`src/rtl/lsu_unit.sv`:
```
// lsu_unit: load/store unit between the execute stage and data memory.
// Accepts one request per handshake, builds byte enables and lane-shifted
// store data, and aligns/extends load data from a req/gnt + rvalid memory port.
// Optional feature macro: LSU_MISALIGNED_SPLIT_EN. When defined, misaligned
// accesses are performed: one beat inside a word, two beats across a word
// boundary. When undefined, any misaligned access returns rsp_err.
module lsu_unit #(
  parameter int unsigned XLEN   = 32,
  parameter int unsigned ADDR_W = 32
) (
  input  logic              clk,
  input  logic              rst_n,
  input  logic              req_valid,
  output logic              req_ready,
  input  logic              req_we,
  input  logic [1:0]        req_size,
  input  logic              req_unsigned,
  input  logic [ADDR_W-1:0] req_addr,
  input  logic [XLEN-1:0]   req_wdata,
  output logic              rsp_valid,
  input  logic              rsp_ready,
  output logic [XLEN-1:0]   rsp_rdata,
  output logic              rsp_err,
  output logic              mem_req,
  output logic              mem_we,
  output logic [XLEN/8-1:0] mem_be,
  output logic [ADDR_W-1:0] mem_addr,
  output logic [XLEN-1:0]   mem_wdata,
  input  logic              mem_gnt,
  input  logic              mem_rvalid,
  input  logic [XLEN-1:0]   mem_rdata
);

  localparam int unsigned NB    = XLEN / 8;
  localparam int unsigned OFF_W = $clog2(NB);
  localparam int unsigned BE2_W = 2 * NB;
  localparam int unsigned WD2_W = 2 * XLEN;
  localparam bit          DWORD_OK = (XLEN >= 64);
`ifdef LSU_MISALIGNED_SPLIT_EN
  localparam bit          SPLIT_EN = 1'b1;
`else
  localparam bit          SPLIT_EN = 1'b0;
`endif

  typedef enum logic [2:0] {
    S_IDLE   = 3'd0,
    S_ISSUE1 = 3'd1,
    S_WAIT1  = 3'd2,
    S_ISSUE2 = 3'd3,
    S_WAIT2  = 3'd4,
    S_RESP   = 3'd5
  } state_t;

  state_t              r_state;
  state_t              w_state_nxt;

  logic                r_we;
  logic [1:0]          r_size;
  logic                r_uns;
  logic [OFF_W-1:0]    r_off;
  logic                r_err;
  logic                r_split;
  logic [ADDR_W-1:0]   r_addr1;
  logic [ADDR_W-1:0]   r_addr2;
  logic [NB-1:0]       r_be1;
  logic [NB-1:0]       r_be2;
  logic [XLEN-1:0]     r_wd1;
  logic [XLEN-1:0]     r_wd2;
  logic [XLEN-1:0]     r_rd1;
  logic [XLEN-1:0]     r_rdata;

  logic [OFF_W-1:0]    w_off;
  logic [3:0]          w_nbytes;
  logic [BE2_W-1:0]    w_be_full;
  logic [WD2_W-1:0]    w_wd_full;
  logic [ADDR_W-1:0]   w_word;
  logic [ADDR_W-1:0]   w_word2;
  logic                w_illegal;
  logic                w_misal;
  logic                w_cross;
  logic                w_err;
  logic                w_accept;

  // Shift the two-word window down by the byte offset, keep the access bytes, extend.
  function automatic logic [XLEN-1:0] f_load(
    input logic [XLEN-1:0]  lo,
    input logic [XLEN-1:0]  hi,
    input logic [OFF_W-1:0] off,
    input logic [1:0]       size,
    input logic             uns
  );
    logic [WD2_W-1:0] sh;
    logic [XLEN-1:0]  res;
    int unsigned      nbits;
    logic             sgn;
    sh    = {hi, lo} >> {off, 3'b000};
    nbits = 32'd8 << size;
    sgn   = 1'b0;
    res   = '0;
    for (int unsigned i = 0; i < XLEN; i++) begin
      if (!uns && (i + 32'd1 == nbits)) sgn = sh[i];
    end
    for (int unsigned i = 0; i < XLEN; i++) begin
      res[i] = (i < nbits) ? sh[i] : sgn;
    end
    return res;
  endfunction

  // Request decode: lane mask, shifted data, word addresses and error class.
  always_comb begin
    w_off     = req_addr[OFF_W-1:0];
    w_nbytes  = 4'd1 << req_size;
    w_be_full = BE2_W'((32'd1 << w_nbytes) - 32'd1) << w_off;
    w_wd_full = WD2_W'(req_wdata) << {w_off, 3'b000};
    w_word    = {req_addr[ADDR_W-1:OFF_W], {OFF_W{1'b0}}};
    w_word2   = w_word + ADDR_W'(NB);
    w_illegal = (req_size == 2'd3) && !DWORD_OK;
    w_misal   = ((32'(w_off) & (32'(w_nbytes) - 32'd1)) != 32'd0);
    w_cross   = |w_be_full[BE2_W-1:NB];
    w_err     = w_illegal | (w_misal & !SPLIT_EN);
    w_accept  = req_valid && (r_state == S_IDLE);
  end

  // State register.
  always_ff @(posedge clk or negedge rst_n) begin
    if (!rst_n) r_state <= S_IDLE;
    else        r_state <= w_state_nxt;
  end

  // Next-state logic.
  always_comb begin
    w_state_nxt = r_state;
    case (r_state)
      S_IDLE:   if (req_valid)  w_state_nxt = w_err ? S_RESP : S_ISSUE1;
      S_ISSUE1: if (mem_gnt)    w_state_nxt = S_WAIT1;
      S_WAIT1:  if (mem_rvalid) w_state_nxt = r_split ? S_ISSUE2 : S_RESP;
      S_ISSUE2: if (mem_gnt)    w_state_nxt = S_WAIT2;
      S_WAIT2:  if (mem_rvalid) w_state_nxt = S_RESP;
      S_RESP:   if (rsp_ready)  w_state_nxt = S_IDLE;
      default:                  w_state_nxt = S_IDLE;
    endcase
  end

  // Outputs decoded from state and latched transaction fields.
  always_comb begin
    req_ready = 1'b0;
    rsp_valid = 1'b0;
    rsp_rdata = '0;
    rsp_err   = 1'b0;
    mem_req   = 1'b0;
    mem_we    = 1'b0;
    mem_be    = '0;
    mem_addr  = '0;
    mem_wdata = '0;
    case (r_state)
      S_IDLE: req_ready = 1'b1;
      S_ISSUE1: begin
        mem_req   = 1'b1;
        mem_we    = r_we;
        mem_be    = r_be1;
        mem_addr  = r_addr1;
        mem_wdata = r_wd1;
      end
      S_ISSUE2: begin
        mem_req   = 1'b1;
        mem_we    = r_we;
        mem_be    = r_be2;
        mem_addr  = r_addr2;
        mem_wdata = r_wd2;
      end
      S_RESP: begin
        rsp_valid = 1'b1;
        rsp_rdata = r_rdata;
        rsp_err   = r_err;
      end
      default: ;
    endcase
  end

  // Transaction fields: latched on accept, load data captured per beat.
  always_ff @(posedge clk or negedge rst_n) begin
    if (!rst_n) begin
      r_we    <= 1'b0;
      r_size  <= 2'd0;
      r_uns   <= 1'b0;
      r_off   <= '0;
      r_err   <= 1'b0;
      r_split <= 1'b0;
      r_addr1 <= '0;
      r_addr2 <= '0;
      r_be1   <= '0;
      r_be2   <= '0;
      r_wd1   <= '0;
      r_wd2   <= '0;
      r_rd1   <= '0;
      r_rdata <= '0;
    end else if (w_accept) begin
      r_we    <= req_we;
      r_size  <= req_size;
      r_uns   <= req_unsigned;
      r_off   <= w_off;
      r_err   <= w_err;
      r_split <= w_cross & SPLIT_EN;
      r_addr1 <= w_word;
      r_addr2 <= w_word2;
      r_be1   <= w_be_full[NB-1:0];
      r_be2   <= w_be_full[BE2_W-1:NB];
      r_wd1   <= w_wd_full[XLEN-1:0];
      r_wd2   <= w_wd_full[WD2_W-1:XLEN];
      r_rdata <= '0;
    end else if (mem_rvalid && (r_state == S_WAIT1)) begin
      r_rd1 <= mem_rdata;
      if (!r_split) r_rdata <= r_we ? '0 : f_load(mem_rdata, '0, r_off, r_size, r_uns);
    end else if (mem_rvalid && (r_state == S_WAIT2)) begin
      r_rdata <= r_we ? '0 : f_load(r_rd1, mem_rdata, r_off, r_size, r_uns);
    end
  end

endmodule

```
`config.mk`:
```
export PLATFORM = sky130hd
export DESIGN_NAME = lsu_unit
export DESIGN_NICKNAME = d
export VERILOG_FILES = /design/src/rtl/lsu_unit.sv
export SDC_FILE = /design/constraint.sdc
export NUM_CORES = 1
export LEC_CHECK = 0
export CAP_MARGIN = 30
export CORE_AREA = 2 2 122 214
export CTS_CLUSTER_DIAMETER = 40
export DETAILED_ROUTE_END_ITERATION = 7
export DIE_AREA = 0 0 124 216
export PLACE_DENSITY = 0.73
export SLEW_MARGIN = 0
export SYNTH_ARGS = -nofsm -noshare
export SYNTH_HDL_FRONTEND = slang
export SYNTH_SLANG_ARGS = --single-unit
```
`constraint.sdc`:
```
create_clock -name clk -period 2 [get_ports clk]
set_clock_uncertainty 0.1 [all_clocks]
set_input_delay 0.3 -clock clk [delete_from_list [all_inputs] [get_ports clk]]
set_output_delay 0.3 -clock clk [all_outputs]
set_load 0.01 [all_outputs]
```
==> flow_metrics.py, run 1 <==
metrics = {
    "clock_network": {
        "clock_sinks": 198,
        "clockBufferDepth": 2,
        "ctsHtreeMaxLevel": 4,
        "clk_latency_ns": 0.46,
        "cts_tree": "done",
        "cts_inserted_buffers": 17,
        "cts.clk_slew.worst_paths_ns": 0.08,
        "cts_root_buffer": "clkbuf_16",
    },
    "worst_setup_path": {
        "cp.arrival_ns": 1.97,
        "path_cells": "buf_6 > nor2b_4 > and2_4 > buf_12 > clkbuf_16 > a22o_1 > buf_2",
        "cp_max_fo": 5,
        "crit_type": "reg2out",
        "cp_top_family": "buffers and inverters",
        "crit_required_ns": 1.60,
        "end_kind": "output port",
        "path_buf_inv": 4,
        "cp-start-kind": "flop",
        "critPathSlowestCell": "dfrtp_1",
        "max_stage_delay_ns": 0.44,
    },
    "synthesis": {
        "synth_edf_count": 0,
        "syn_inst": 1079,
        "yosys_warnings": 0,
        "synth.avg_cell_area_um2": 10.3,
        "synth_area_um2": 11100,
        "synth_flop_cell": "dfrtp_1",
        "ys_seq_elements": 198,
        "synthArstFlopShare_pct": 100,
        "synth_cell_types": 54,
        "ys_seq_area_share_pct": 44.5,
    },
    "job": {
        "maxCapViolCount": 0,
    },
    "drt": {
        "ant_nets": 0,
        "avgViaCountPerCell": 5.82,
        "vias": 10200,
        "dr.pass1.iters": 8,
        "wl_per_cell_um": 22.6,
        "totalWireLength_mm": 39.8,
        "drt_iter0_drc": 686,
        "drcViolationCount": 0,
    },
    "sta": {
        "period_needed_ns": 2.37,
        "drv_slew": 0,
        "holdWs_ns": 0.285,
        "rsz0062_at_grt": "yes",
        "hold_viol": 0,
        "fmax_ghz": 0.421,
        "worstMarginPinSlew_ns": 0.730,
        "period_share_pct": 119,
        "setup_slack_ns": -0.373,
        "slew_headroom_pct": 51.2,
        "setup_viol": 132,
    },
    "die": {
        "placementRows": 77,
        "dieWidth_um": 124,
        "ios": 211,
        "initial_core_util_pct": 44.5,
        "die_area_um2": 26800,
        "core_area_um2": 25000,
        "die_y_um": 216,
    },
    "placed_design": {
        "io_buffers": 208,
        "hpwl_mm": 27.3,
        "gp_congestion": 0.999,
        "dp.cells": 1674,
        "place_ws_ns": -0.260,
    },
    "final_layout": {
        "most-common-layout-cells": "dfrtp_1, nand2_1, buf_4, mux2_2, clkdlybuf4s50_1",
        "syn_to_final_growth_pct": 44.0,
        "final_common_cell": "dfrtp_1",
        "layout.nets": 1538,
        "drive_gt1_share_pct": 36.3,
        "layout.cells.non_filler": 1760,
        "utilization_pct": 64.0,
        "fillers": 1980,
    },
    "grt": {
        "grt_max_degree": 65,
        "grt_pass1_wl_mm": 54.5,
        "track_usage_pct": 27.3,
        "grt_pass1_vias": 9958,
        "antenna_found_initial": 2,
        "overflow": 0,
    },
    "power": {
        "power_density_nw_per_um2": 1410,
        "ir_worst_vdd_mv": 0.775,
        "leakage_nw": 7.55,
        "p_total_mw": 22.6,
    },
    "min_path": {
        "hold_path_class": "in2async",
    },
    "status": {
        "violations": "setup timing",
        "status": "finished with violations",
    },
}
## Yosys cell counts (3+ instances only)
cell type | instances | area, um^2
a221oi_1 | 8 | 70.1
o21ai_0 | 86 | 430
a221o_1 | 8 | 80.1
buf_2 | 16 | 80.1
a222oi_1 | 7 | 70.1
and3_1 | 41 | 257
nor3_1 | 4 | 20.0
o21ai_1 | 7 | 35.0
and2_1 | 15 | 93.8
clkbuf_1 | 63 | 236
nor2b_1 | 16 | 100
xnor2_1 | 7 | 61.3
mux4_2 | 18 | 405
a22o_1 | 59 | 517
nand4_1 | 7 | 43.8
a211oi_1 | 20 | 150
buf_4 | 5 | 37.5
a21oi_1 | 32 | 160
nor2_1 | 24 | 90.1
nand2b_1 | 3 | 18.8
a22oi_1 | 5 | 37.5
ha_1 | 3 | 37.5
buf_1 | 8 | 30.0
and4_1 | 5 | 43.8
a21boi_0 | 3 | 22.5
xor2_1 | 22 | 193
mux2i_1 | 52 | 521
o31ai_1 | 19 | 143
mux2_2 | 108 | 1220
a211o_1 | 4 | 35.0
inv_1 | 6 | 22.5
dfrtp_1 | 198 | 4950
nand2_1 | 160 | 601
nand3_1 | 17 | 85.1
## stage by stage
| stage | setup TNS (ns) | cell area (um^2) |
|---|---|---|
| 2_1_floorplan | -0.136 | 11200 |
| 6_report | -31.10 | 16000 |
| 4_1_cts | -43.41 | 15300 |
| 3_5_place_dp | -16.97 | 14700 |
| 3_3_place_gp | -15.34 | 14700 |
| 5_1_grt | -39.70 | 16000 |
## sequential cells by signal, indices dropped and copies added (netlist names)
register  flops
r_wd1        32
r_addr2      30
r_we          1
r_state       3
r_wd2        24
r_rdata      32
r_be2         4
r_err         1
r_be1         4
r_size        2
r_addr1      30
r_rd1        32
r_off         2
r_uns         1
## per-layer routing
layer	routed length, um	track usage, %	share of wire (%)	up-vias
li1	-	-	-	4651
met1	12800	26.2	32	5040
met2	21600	50.2	54	414
met3	2160	5.71	5.4	142
met4	3180	18.3	8.0	0
met5	0	0	0	-
## cells by family (layout without fill, tap and decap cells)
kind of cell / Yosys count / count (layout) / share of synthesized area (%)
AOI/OAI and AO/OA: 265 / 265 / 16.3
xor gates and xnor gates: 29 / 29 / 2.28
adders and majority gates: 3 / 3 / 0.337
buffers and inverters: 102 / 464 / 4.02
DFF: 198 / 198 / 44.5
muxes: 178 / 178 / 19.2
other: 1 / 4 / 0.0337
and+or+nand+nor: 303 / 303 / 13.3
## power breakdown
part           switching, mW  internal (mW)  total [mW]
sequential              1.29           5.94        7.23
clock                   1.63           1.97        3.60
combinational           5.69           6.08        11.8
total                   8.62           14.0        22.6
## area by class of cell
cell class | count | area [um^2] | share of cell area [%]
Antenna cell | 2 | 5.00 | 0.0312
Timing Repair Buffer | 425 | 4090 | 25.5
Sequential cell | 198 | 4960 | 30.9
Clock inverter | 11 | 138 | 0.858
Multi-Input combinational cell | 780 | 5950 | 37.1
Clock buffer | 21 | 470 | 2.93
Inverter | 7 | 28.8 | 0.179
Tap cell | 316 | 395 | 2.47
## final timing paths
path,cells past startpoint,end,start,slack (ns)
worst max-delay path,7,mem_wdata[17],r_state[2],-0.37
worst min-delay path,2,r_wd1[0],rst_n,0.29
max in group asynchronous,3,r_wd1[30],rst_n,0.82
worst min register to register,2,r_be1[3],r_be1[3],0.38
min in group clk,4,r_wd1[15],req_addr[0],0.36
worst max register to register,9,r_state[2],r_state[2],-0.19
## timing repair
action	4_1_cts	5_1_grt
hold buffers	1	0
pin swaps	3	38
gates cloned	1	16
resized for setup	169	263
setup buffers	0	35
setup endpoints to repair	112	134
hold endpoints to repair	57	0
No activity file was read; power rests on OpenSTA's default activity.
==> run 2, diff against run 1 <==
--- a/config.mk
+++ b/config.mk
@@ -10,7 +10,9 @@
 export CTS_CLUSTER_DIAMETER = 40
 export DETAILED_ROUTE_END_ITERATION = 7
 export DIE_AREA = 0 0 124 216
-export PLACE_DENSITY = 0.73
+export GPL_ROUTABILITY_DRIVEN = 1
+export HOLD_SLACK_MARGIN = 0.03
+export PLACE_DENSITY = 0.74
 export SLEW_MARGIN = 0
 export SYNTH_ARGS = -nofsm -noshare
 export SYNTH_HDL_FRONTEND = slang
==> run 2 against run 1 <==
Against the previous run: the flow still finishes with violations (setup timing); cell count up 2.9%; register-to-register slack worse by 0.09 ns; power up 11%; critical path type unchanged; largest power group unchanged.
==> flow_metrics.py, run 2 (synthesized netlist as in run 1, its figures left out) <==
metrics = {
    "grt": {
        "grt_max_degree": 54,
        "antenna_found_initial": 1,
        "overflow": 0,
        "grt_pass1_wl_mm": 59.5,
        "track_usage_pct": 30.1,
        "grt_pass1_vias": 10400,
    },
    "final_layout": {
        "fillers": 1742,
        "final_common_cell": "dfrtp_1",
        "top_regs": "r_rd1 (32), r_rdata (32), r_wd1 (32)",
        "layout.cells.non_filler": 1811,
        "drive_gt1_share_pct": 43.9,
        "syn_to_final_growth_pct": 58.5,
        "layout.nets": 1590,
        "seq_area_um2": 4960,
        "multiInputGateArea_um2": 6490,
        "fin_area_um2": 17700,
        "most-common-layout-cells": "dfrtp_1, buf_4, nand2_1, clkdlybuf4s50_1, buf_6",
    },
    "worst_setup_path": {
        "crit_required_ns": 1.60,
        "cp.arrival_ns": 1.98,
        "crit_type": "reg2out",
        "cp_max_fo": 6,
        "cp-start-kind": "flop",
        "end_kind": "output port",
    },
    "drt": {
        "wl_met1_mm": 14.5,
        "drcViolationCount": 0,
        "ant_nets": 0,
        "avgViaCountPerCell": 6.12,
        "dr_wl_met2_mm": 24.7,
        "totalWireLength_mm": 46.1,
        "wl_per_cell_um": 25.5,
        "dr.pass1.iters": 5,
        "vias": 11100,
        "met3_wirelength_mm": 2.81,
        "top_layer_used": "met4",
        "drt_iter0_drc": 909,
    },
    "power": {
        "power_switching_mw": 9.81,
        "sequentialPowerShare_pct": 29.4,
        "pwr-share-comb_pct": 56.8,
        "ir_worst_vdd_mv": 0.785,
        "leakage_nw": 8.06,
        "clkPwrFrac_pct": 13.7,
        "p_int_mw": 15.3,
        "power_switching_share_pct": 39.1,
        "power_density_nw_per_um2": 1420,
    },
    "sta": {
        "drv_slew": 0,
        "period_share_pct": 119,
        "rsz0062_at_grt": "yes",
        "fmax_ghz": 0.419,
        "setup_viol": 282,
        "period_needed_ns": 2.38,
        "setup_slack_ns": -0.385,
        "fin_tns_setup_ns": -50.11,
        "slew_headroom_pct": 17.9,
        "hold_viol": 0,
        "worstMarginPinSlew_ns": 1.23,
    },
    "placed_design": {
        "gp_congestion": 1.02,
        "place_ws_ns": -0.251,
        "hpwl_mm": 27.1,
        "placed_area_um2": 14700,
        "dp.cells": 1667,
        "io_buffers": 208,
    },
    "die": {
        "initial_core_util_pct": 44.5,
        "dieWidth_um": 124,
        "ios": 211,
        "die_area_um2": 26800,
        "core_area_um2": 25000,
        "placementRows": 77,
        "die_y_um": 216,
    },
    "clock_network": {
        "cts_tree": "done",
        "clock_sinks": 198,
        "ctsHtreeMaxLevel": 4,
        "cts_root_buffer": "clkbuf_16",
        "clockBufferDepth": 2,
        "cts_inserted_buffers": 17,
        "cts.clk_slew.worst_paths_ns": 0.08,
        "clk_latency_ns": 0.45,
    },
    "status": {
        "status": "finished with violations",
        "violations": "setup timing",
    },
    "job": {
        "maxCapViolCount": 0,
    },
    "min_path": {
        "hold_path_class": "in2async",
    },
}
## run 2: cell count changes in the layout (fill, tap and decap cells not counted), sizes merged, moves of 2 or more
cell,before,now
clkinvlp,3,1
clkinv,2,6
nand2,161,166
inv,11,13
dlymetal6s2s,5,1
buf,274,340
clkdlybuf4s15,2,4
clkbuf,61,40
bufinv,2,0
## run 2: final timing paths
| check | slack [ns] | end | cells past startpoint | start |
|---|---|---|---|---|
| min | 0.25 | r_addr2[21] | 2 | rst_n |
| min reg2reg | 0.38 | r_be1[3] | 2 | r_be1[3] |
| max reg2reg | -0.28 | r_rdata[21] | 10 | r_state[2] |
| max | -0.38 | mem_wdata[6] | 9 | r_state[2] |
| max in group asynchronous | 0.89 | r_state[0] | 3 | rst_n |
| min in group clk | 0.37 | r_uns | 2 | req_unsigned |
## run 2: per-stage QoR
| stage | power [mW] | hold slack (ns) | util, % |
|---|---|---|---|
| finish | 25.1 | 0.251 | 70.5 |
| global route | 26.1 | 0.284 | 70.5 |
| CTS | 21.8 | 0.249 | 63.5 |
| detailed placement | 17.0 | 0.173 | 58.6 |
| global placement | 16.7 | 0.168 | 58.6 |
| floorplan | 12.6 | -0.0956 | - |
## run 2: cell type report
class / instances / share of cell area [%]
tap: 316 / 2.24
clock buffer: 19 / 2.51
timing repair buffer: 470 / 29.5
inverter: 7 / 0.177
multi-input combinational: 787 / 36.7
clock inverter: 13 / 0.766
sequential: 198 / 28.1
antenna: 1 / 0.0142
## run 2: layer usage
metal / track usage [%] / vias to the layer above
met5: 0 / -
met4: 19.0 / 0
met3: 6.13 / 211
met2: 54.5 / 601
met1: 30.5 / 5500
li1: - / 4771
## run 2: power by group through the flow
| stage | sequential (mW) | combinational, mW | clock [mW] |
|---|---|---|---|
| 2_1_floorplan | 6.74 | 5.89 | 0 |
| 3_3_place_gp | 7.08 | 9.64 | 0 |
| 4_1_cts | 7.14 | 11.2 | 3.46 |
| 6_report | 7.38 | 14.3 | 3.45 |
| 3_5_place_dp | 7.20 | 9.80 | 0 |
| 5_1_grt | 7.53 | 15.0 | 3.64 |
## run 2: critical path, cell delays in order (launching register included)
cell	delay [ns]
dfrtp_2	0.46
inv_2	0.11
nand2_4	0.07
nor2_4	0.14
buf_6	0.13
buf_12	0.13
buf_16	0.14
buf_6	0.09
a22o_1	0.12
buf_2	0.13
## run 2: timing repair
item                                    4_1_cts  5_1_grt
hold buffers                                  1        0
buffers inserted                             32       42
gates cloned                                 16       32
endpoints found under the hold margin        39        0
resized for setup                           464      284
pin swaps                                    22       58
endpoints found under the setup margin      120      234
==> run 3, diff against run 2 <==
--- a/config.mk
+++ b/config.mk
@@ -13,7 +13,9 @@
 export GPL_ROUTABILITY_DRIVEN = 1
 export HOLD_SLACK_MARGIN = 0.03
 export PLACE_DENSITY = 0.74
+export SKIP_CTS_REPAIR_TIMING = 1
 export SLEW_MARGIN = 0
 export SYNTH_ARGS = -nofsm -noshare
 export SYNTH_HDL_FRONTEND = slang
 export SYNTH_SLANG_ARGS = --single-unit
+export TNS_END_PERCENT = 5
==> run 3 against run 2 <==
Against the previous run: the run still ends with setup timing left; hold slack worse by 0.10 ns; final area is 14% lower; via count is 11% lower.
==> flow_metrics.py, run 3 (synthesized netlist as in run 1, its figures left out) <==
metrics = {
    "worst_setup_path": {
        "end_kind": "output port",
        "r2r-start": "r_off[0]",
        "cp-start-kind": "flop",
        "cp.arrival_ns": 1.83,
        "startpoint": "r_state[2]",
        "cp_max_fo": 8,
        "crit_required_ns": 1.60,
        "crit_type": "reg2out",
    },
    "drt": {
        "dr.pass1.iters": 5,
        "ant_nets": 0,
        "dr_wl_met2_mm": 20.1,
        "drcViolationCount": 0,
        "met3_wirelength_mm": 1.91,
        "totalWireLength_mm": 37.0,
        "avgViaCountPerCell": 5.76,
        "vias": 9838,
        "drt_iter0_drc": 637,
        "top_layer_used": "met4",
        "wl_per_cell_um": 21.7,
        "wl_met1_mm": 12.3,
    },
    "status": {
        "violations": "setup timing",
        "status": "finished with violations",
    },
    "power": {
        "ir_worst_vdd_mv": 0.727,
        "power_density_nw_per_um2": 1370,
        "leakage_nw": 7.20,
    },
    "sta": {
        "fmax_ghz": 0.448,
        "slew_headroom_pct": 48.6,
        "setup_viol": 122,
        "drv_slew": 0,
        "period_needed_ns": 2.23,
        "worstMarginPinSlew_ns": 0.769,
        "setup_slack_ns": -0.232,
        "fin_tns_setup_ns": -17.43,
        "rsz0062_at_grt": "yes",
        "period_share_pct": 112,
        "holdWs_ns": 0.149,
        "hold_viol": 0,
    },
    "die": {
        "core_area_um2": 25000,
        "ios": 211,
        "die_area_um2": 26800,
        "dieWidth_um": 124,
        "initial_core_util_pct": 44.5,
        "placementRows": 77,
        "die_y_um": 216,
    },
    "min_path": {
        "hold_path_class": "in2async",
    },
    "final_layout": {
        "syn_to_final_growth_pct": 36.1,
        "most-common-layout-cells": "dfrtp_1, nand2_1, buf_4, mux2_2, clkdlybuf4s50_1",
        "top_regs": "r_rd1 (32), r_rdata (32), r_wd1 (32)",
        "drive_gt1_share_pct": 32.4,
        "utilization_pct": 60.5,
        "layout.nets": 1488,
        "fillers": 2139,
        "layout.cells.non_filler": 1709,
        "final_common_cell": "dfrtp_1",
    },
    "clock_network": {
        "clockBufferDepth": 2,
        "cts_inserted_buffers": 17,
        "clk_latency_ns": 0.44,
        "cts_root_buffer": "clkbuf_16",
        "cts_tree": "done",
        "cts.clk_slew.worst_paths_ns": 0.08,
        "ctsHtreeMaxLevel": 4,
        "clock_sinks": 198,
    },
    "grt": {
        "track_usage_pct": 27.4,
        "antenna_found_initial": 0,
        "overflow": 0,
        "grt_pass1_vias": 9990,
        "grt_pass1_wl_mm": 54.6,
        "grt_max_degree": 93,
    },
    "placed_design": {
        "hpwl_mm": 27.1,
        "gp_congestion": 1.04,
        "dp.cells": 1665,
        "io_buffers": 208,
        "place_ws_ns": -0.265,
    },
    "job": {
        "maxCapViolCount": 0,
    },
}
## run 3: critical path: stages (launching register included)
cell and delay (ns):
dfrtp_1 0.42, inv_2 0.09, nand2_4 0.06, nor2_4 0.12
buf_6 0.12, buf_12 0.13, buf_6 0.15, a22o_1 0.16
clkbuf_2 0.13
## run 3: stage by stage
stage	instance area [um^2]	total power [mW]
final	15200	20.8
after global routing	15200	22.0
after CTS	15200	20.5
after detailed placement	14600	17.0
after global placement	14600	16.7
after floorplan	11200	12.6
## run 3: final timing paths
check | to | slack [ns] | cells past startpoint
max in group asynchronous | r_state[0] | 0.89 | 3
max | mem_addr[30] | -0.23 | 8
max reg2reg | r_rdata[19] | -0.16 | 5
min reg2reg | r_rdata[1] | 0.38 | 2
min | r_wd2[2] | 0.15 | 2
min in group clk | r_off[0] | 0.26 | 3
## run 3: area by class of cell
cell class | count | area (um^2) | area share [%]
Sequential cell | 198 | 4960 | 32.7
Inverter | 7 | 28.8 | 0.190
Tap cell | 316 | 395 | 2.61
Clock buffer | 17 | 425 | 2.81
Timing Repair Buffer | 375 | 3350 | 22.1
Multi-Input combinational cell | 780 | 5830 | 38.5
Antenna cell | 1 | 2.50 | 0.0165
Clock inverter | 15 | 166 | 1.10
## run 3: per-layer routing
metal	track usage [%]	up-vias
li1	-	4539
met1	27.0	4806
met2	50.5	375
met3	5.52	118
met4	16.9	0
met5	0	-
## run 3: report_power, final
| part | switching, mW | internal [mW] | leakage [nW] |
|---|---|---|---|
| Combinational | 5.14 | 5.05 | 4.42 |
| Clock | 1.70 | 1.78 | 0.284 |
| Sequential | 1.23 | 5.94 | 2.50 |
